--- src/rtl/util_sync_filter.sv ---
// Per-bit debounce filter for synchronized levels with rise/fall pulses and sticky event flags.
// Optional saturating event counter compiled in with UTIL_SYNC_FILTER_CNT_EN.
module util_sync_filter #(
    parameter int               WIDTH         = 1,
    parameter int               STABLE_CYCLES = 4,
    parameter logic [WIDTH-1:0] INIT_VAL      = '0,
    parameter int               CNT_W         = 16
) (
    input  logic             clk,
    input  logic             rst,
    input  logic [WIDTH-1:0] din,
    output logic [WIDTH-1:0] filt_out,
    output logic [WIDTH-1:0] rise,
    output logic [WIDTH-1:0] fall,
    output logic [WIDTH-1:0] evt_flag,
    input  logic [WIDTH-1:0] evt_clr,
    output logic [CNT_W-1:0] evt_cnt
);

    localparam int            CW   = $clog2(STABLE_CYCLES + 1);
    localparam logic [CW-1:0] LAST = CW'(STABLE_CYCLES - 1);

    typedef enum logic {IDLE, PEND} state_t;

    state_t           state_q [WIDTH];
    state_t           state_d [WIDTH];
    logic [CW-1:0]    cnt_q   [WIDTH];
    logic [CW-1:0]    cnt_d   [WIDTH];
    logic [WIDTH-1:0] filt_q, filt_d;
    logic [WIDTH-1:0] rise_q, rise_d;
    logic [WIDTH-1:0] fall_q, fall_d;
    logic [WIDTH-1:0] flag_q, flag_d;
    logic [WIDTH-1:0] accept;

    always_comb begin
        filt_d = filt_q;
        rise_d = '0;
        fall_d = '0;
        accept = '0;
        for (int i = 0; i < WIDTH; i++) begin
            state_d[i] = state_q[i];
            cnt_d[i]   = cnt_q[i];
            case (state_q[i])
                IDLE: begin
                    cnt_d[i] = '0;
                    if (din[i] != filt_q[i]) begin
                        if (LAST == '0) begin
                            accept[i] = 1'b1;
                        end else begin
                            cnt_d[i]   = CW'(1);
                            state_d[i] = PEND;
                        end
                    end
                end
                PEND: begin
                    if (din[i] == filt_q[i]) begin
                        // glitch: fell back before acceptance, nothing reported
                        cnt_d[i]   = '0;
                        state_d[i] = IDLE;
                    end else if (cnt_q[i] == LAST) begin
                        accept[i] = 1'b1;
                    end else begin
                        cnt_d[i] = cnt_q[i] + CW'(1);
                    end
                end
                default: begin
                    cnt_d[i]   = '0;
                    state_d[i] = IDLE;
                end
            endcase
            if (accept[i]) begin
                filt_d[i]  = din[i];
                rise_d[i]  = din[i];
                fall_d[i]  = ~din[i];
                cnt_d[i]   = '0;
                state_d[i] = IDLE;
            end
        end
        // a new acceptance beats a clear arriving in the same cycle
        flag_d = accept | (flag_q & ~evt_clr);
    end

    always_ff @(posedge clk or posedge rst) begin
        if (rst) begin
            filt_q <= INIT_VAL;
            rise_q <= '0;
            fall_q <= '0;
            flag_q <= '0;
            for (int i = 0; i < WIDTH; i++) begin
                state_q[i] <= IDLE;
                cnt_q[i]   <= '0;
            end
        end else begin
            filt_q <= filt_d;
            rise_q <= rise_d;
            fall_q <= fall_d;
            flag_q <= flag_d;
            for (int i = 0; i < WIDTH; i++) begin
                state_q[i] <= state_d[i];
                cnt_q[i]   <= cnt_d[i];
            end
        end
    end

    assign filt_out = filt_q;
    assign rise     = rise_q;
    assign fall     = fall_q;
    assign evt_flag = flag_q;

`ifdef UTIL_SYNC_FILTER_CNT_EN
    localparam int SW = CNT_W + $clog2(WIDTH + 1);

    logic [CNT_W-1:0] evt_cnt_q, evt_cnt_d;
    logic [SW-1:0]    cnt_sum;

    // counts acceptances in the same cycle their pulses appear on rise/fall
    always_comb begin
        cnt_sum = SW'(evt_cnt_q);
        for (int i = 0; i < WIDTH; i++) begin
            cnt_sum = cnt_sum + SW'(rise_d[i] | fall_d[i]);
        end
        if (cnt_sum > SW'({CNT_W{1'b1}})) begin
            evt_cnt_d = '1;
        end else begin
            evt_cnt_d = cnt_sum[CNT_W-1:0];
        end
    end

    always_ff @(posedge clk or posedge rst) begin
        if (rst) begin
            evt_cnt_q <= '0;
        end else begin
            evt_cnt_q <= evt_cnt_d;
        end
    end

    assign evt_cnt = evt_cnt_q;
`else
    assign evt_cnt = '0;
`endif

endmodule
--- config.mk ---
export PLATFORM = sky130hd
export DESIGN_NAME = util_sync_filter
export DESIGN_NICKNAME = d
export VERILOG_FILES = /design/src/rtl/util_sync_filter.sv
export SDC_FILE = /design/constraint.sdc
export NUM_CORES = 1
export LEC_CHECK = 0
export ABC_CLOCK_PERIOD_IN_PS = 4400
export BUFFER_PORTS_ARGS = -buffer_cell sky130_fd_sc_hd__buf_2
export CAP_MARGIN = 5
export CELL_PAD_IN_SITES_DETAIL_PLACEMENT = 1
export CELL_PAD_IN_SITES_GLOBAL_PLACEMENT = 1
export CORE_MARGIN = 3
export CORE_UTILIZATION = 32
export DETAILED_ROUTE_END_ITERATION = 7
export GPL_ROUTABILITY_DRIVEN = 0
export GPL_TIMING_DRIVEN = 0
export MAX_ROUTING_LAYER = met4
export PLACE_DENSITY = 0.86
export SYNTH_ARGS = -nofsm -noshare
export SYNTH_HDL_FRONTEND = slang
export SYNTH_SLANG_ARGS = --single-unit
--- constraint.sdc ---
create_clock -name clk -period 4.4 [get_ports clk]
set_clock_uncertainty 0.1 [all_clocks]
set_input_delay 0.88 -clock clk [delete_from_list [all_inputs] [get_ports clk]]
set_output_delay 0.88 -clock clk [all_outputs]
set_load 0.05 [all_outputs]
Yosys cells after proc, flatten, opt, wreduce, memory -nomap -nowiden
Index checks and enable logic that the tools add are counted.
{"block": "word_totals", "out_inout_bits": 20, "word_cells": 30, "ff_bits": 8, "inputBits": 4}
{"block": "classes", "n_addsub": 1, "mux": 14, "eq_ne": 4, "bitwise_logic": 5}
{"cell": "$mux W1", "count": 9}
{"cell": "$mux W3", "count": 3}
{"cell": "$pmux W3 S2", "count": 1}
{"cell": "$ne A4 B4 Y1 const B", "count": 1}
{"cell": "$add A3 B1 Y3 const B", "count": 1}
{"cell": "$eq A3 B2 Y1 const B", "count": 1}
{"cell": "$not A1 Y1", "count": 3}
{"cell": "$pmux W1 S2", "count": 1}
{"cell": "$and A1 B1 Y1", "count": 1}
{"cell": "$eq A1 B1 Y1", "count": 1}
{"cell": "$ne A1 B1 Y1", "count": 1}
{"cell": "$or A1 B1 Y1", "count": 1}

Logic depth before layout (Yosys ltp)
{"block": "depth", "ltp_word": 5, "ltp_mapped": 4, "ltp_nobuf": 4}

Worst setup path after synthesis
OpenSTA, ideal clock, no wires.
{"block": "synth_path", "path_type": "register to output", "from": "register filt_q, in the netlist filt_out", "to": "output port filt_out", "path_slack_ns": 2.772, "required_time_ns": 3.420, "arrival_ns": 0.648, "path_stages_with_launch": 1, "cell_sequence": "dfrtp_1"}
{"element": "start, declared", "line_no": "29", "source": "logic [WIDTH-1:0] filt_q, filt_d;"}
{"element": "start signal, assigned", "line_no": "94", "source": "filt_q <= filt_d;"}
{"element": "end, declared", "line_no": "12", "source": "output logic [WIDTH-1:0] filt_out,"}
No word-level cell between the ends.

Worst setup path after layout
{"block": "layout_path", "from": "register filt_q, in the netlist filt_out", "to": "output port filt_out"}
No word-level cell between the ends.

==> summary.txt <==
Floorplan
  – Die area: 1870 um^2
  – FP Rows: 12
  – Die width: 43.2 um
  – DIE HEIGHT: 43.2 um
  – Core area: 1200 um^2
  – Starting Density: 36.9%
  – Ports: 24

Power and ir drop
  – Combinational share of power: 42.8%
  – Flop pwr share: 38.4%
  – Peak supply drop: 0.208 mV
  – Switching power: 0.000127 W
  – Clock Power Share: 18.7%
  – Internal power component: 0.000169 W
  – Static Leak: 0.333 nW
  – Power Dens Cells: 516 nW/um^2
  – Sw frac: 42.8%

Yosys
  – Synth Cell Area: 443 um^2
  – Mean area per synthesized cell: 10.8 um^2
  – Synthesized instance count: 41
  – #FFs+latches synth: 8
  – Sequential area share after synthesis: 45.2%
  – Ys Warns: 0
  – Netlist cell types: 15
  – Cell taking the most area after synthesis: dfrtp_1
  – Post-synth top area share: 45.2%
  – Synth area leaders: dfrtp_1, buf_4, ha_1, nor3b_1, and4bb_2

Clock tree
  – Reg clk slew, reported paths: 0.05 ns
  – TritonCTS buffer count: 3
  – Resize count post-CTS: 0
  – CTS Buffer Depth: 2
  – CTS tree: done
  – Root buffer cell: clkbuf_4
  – H-tree depth: 1
  – Hold buffer count at CTS: 0
  – CTS sink cnt: 8
  – # Post-CTS Setup Buffers: 0
  – Worst skew pair latency: 0.25 ns

Global routing
  – Initial antenna violation count: 0
  – First-pass GRT wire length: 1470 um
  – Largest net degree at the start of global routing: 9
  – GRT Util Overall: 11.7%
  – Vias in the first global route: 322
  – Gr ovfl total: 0

Routing
  – Post-route DRC violation count: 0
  – Antenna Nets Post-Route: 0
  – Via density: 4.09
  – Vias: 327
  – Drt total wl: 894 um
  – TritonRoute pass-1 iters: 3
  – Iter 0 DRT Violations: 4
  – Routed len/inst: 11.2 um

Setup path
  – Crit path required time: 3.42 ns
  – Critical-path maximum fanout: 5
  – Setup crit start kind: flip-flop
  – CP endpoint kind: output port
  – CP delay by family, top: flip-flops
  – Worst reg2reg path depth: 4
  – Slowest cell delay on critical path: 0.41 ns
  – Crit-path cells: buf_2
  – WP depth: 1
  – Buf/Inv on CP: 1
  – Setup CP Type: reg -> out
  – Crit path DAT: 0.95 ns
  – Crit path max-delay cell type: dfrtp_1

STA
  – Fin. Hold Viols: 0
  – Period minus WS final: 1.93 ns
  – Setup TNS: 0 ns
  – Peak Freq: 518 MHz
  – Period utilisation layout: 43.9%
  – Final Slew Violations: 0
  – RSZ-0062 raised after global routing: no
  – # setup viols final: 0

Hold path
  – Hold path cells: 1
  – HP Class: reg -> reg

Place
  – Number of port buffers: 7
  – Dpl hpwl: 716 um

Finish
  – Fraction of layout cells with a size suffix above 1: 42.4%
  – Commonest cells after routing, fill and taps aside: buf_4, conb_1, dfrtp_1, buf_2
  – Area Growth Syn to Fin: 29.7%
  – Post-layout util: 47.8%
  – Antenna Cells: 0
  – Final nets: 74

Job
  – Max cap viols: 0

Status
  – Status: completed
[power by group through the flow]
| stage | registers [W] | logic, W | clock network (W) |
|---|---|---|---|
| 2_1_floorplan | 0.000134 | 0.0000833 | 0 |
| 3_3_place_gp | 0.000112 | 0.000122 | 0 |
| 3_5_place_dp | 0.000114 | 0.000126 | 0 |
| 4_1_cts | 0.000114 | 0.000128 | 0.0000577 |
| 5_1_grt | 0.000117 | 0.000138 | 0.0000606 |
| 6_report | 0.000114 | 0.000127 | 0.0000555 |
[cells in the mapped netlist]
| master | count |
|---|---|
| nor3b_1 | 2 |
| a21oi_1 | 1 |
| dfrtp_1 | 8 |
| o22ai_1 | 1 |
| o21a_1 | 1 |
| inv_1 | 3 |
| xnor2_1 | 1 |
| nor2_1 | 1 |
| ha_1 | 2 |
| and4bb_2 | 1 |
| mux2_2 | 1 |
| nand2_1 | 1 |
| buf_4 | 16 |
| conb_1 | 1 |
| nor4b_1 | 1 |
[layout make-up]
type                    instances  area (um^2)
flip-flops and latches          8          200
multi-input cells              29          168
fillers                       150          627
clock buffers                   3         22.5
inverters                       3         11.3
repair buffers                  7         35.0
well taps                      14         17.5
plain buffers                  16          120
[path summary, 6_finish.rpt]
kind,startpoint,to,slack (ns)
max,filt_out$_DFFE_PP0P_,filt_out,2.47
min,filt_out$_DFFE_PP0P_,rise$_DFF_PP0_,0.43
max reg2reg,cnt_q[0]$_DFFE_PP0P_,filt_out$_DFFE_PP0P_,2.84
min reg2reg,filt_out$_DFFE_PP0P_,rise$_DFF_PP0_,0.43
max in group asynchronous,rst,evt_flag$_DFF_PP0_,3.51
min in group asynchronous,rst,fall$_DFF_PP0_,0.46
[state kept, by name, summed over array words and instances (netlist names)]
| signal | count |
|---|---|
| fall | 1 |
| cnt_q | 3 |
| state_q | 1 |
| evt_flag | 1 |
| filt_out | 1 |
| rise | 1 |
[routing by layer]
metal / up-vias / global-route usage [%] / part of all wire, %
li1: 153 / - / -
met1: 153 / 9.37 / 30
met2: 18 / 20.9 / 55
met3: 3 / 4.24 / 12
met4: 0 / 9.04 / 3.0
met5: - / - / 0
[stage by stage]
step                instances  worst slack, ns  hold slack [ns]  total power, W  cell area [um^2]
finish                     80             2.47            0.428        0.000296               574
global placement           77             2.55            0.395        0.000234               552
global route               80             2.42            0.469        0.000316               574
CTS                        80             2.45            0.435        0.000299               574
detailed placement         77             2.53            0.416        0.000240               552
floorplan                  56             2.77            0.372        0.000217               499
[cell families after synthesis]
family          count (synthesis)  share of synthesized area [%]
mux                             1                           2.54
other cells                     1                          0.847
buf+inv                        19                           29.7
compound gates                  3                           4.24
simple gates                    6                           9.88
flops                           8                           45.2
fa+ha+maj                       2                           5.65
xor+xnor                        1                           1.98
Note: power is estimated with default switching activity, not from simulation.
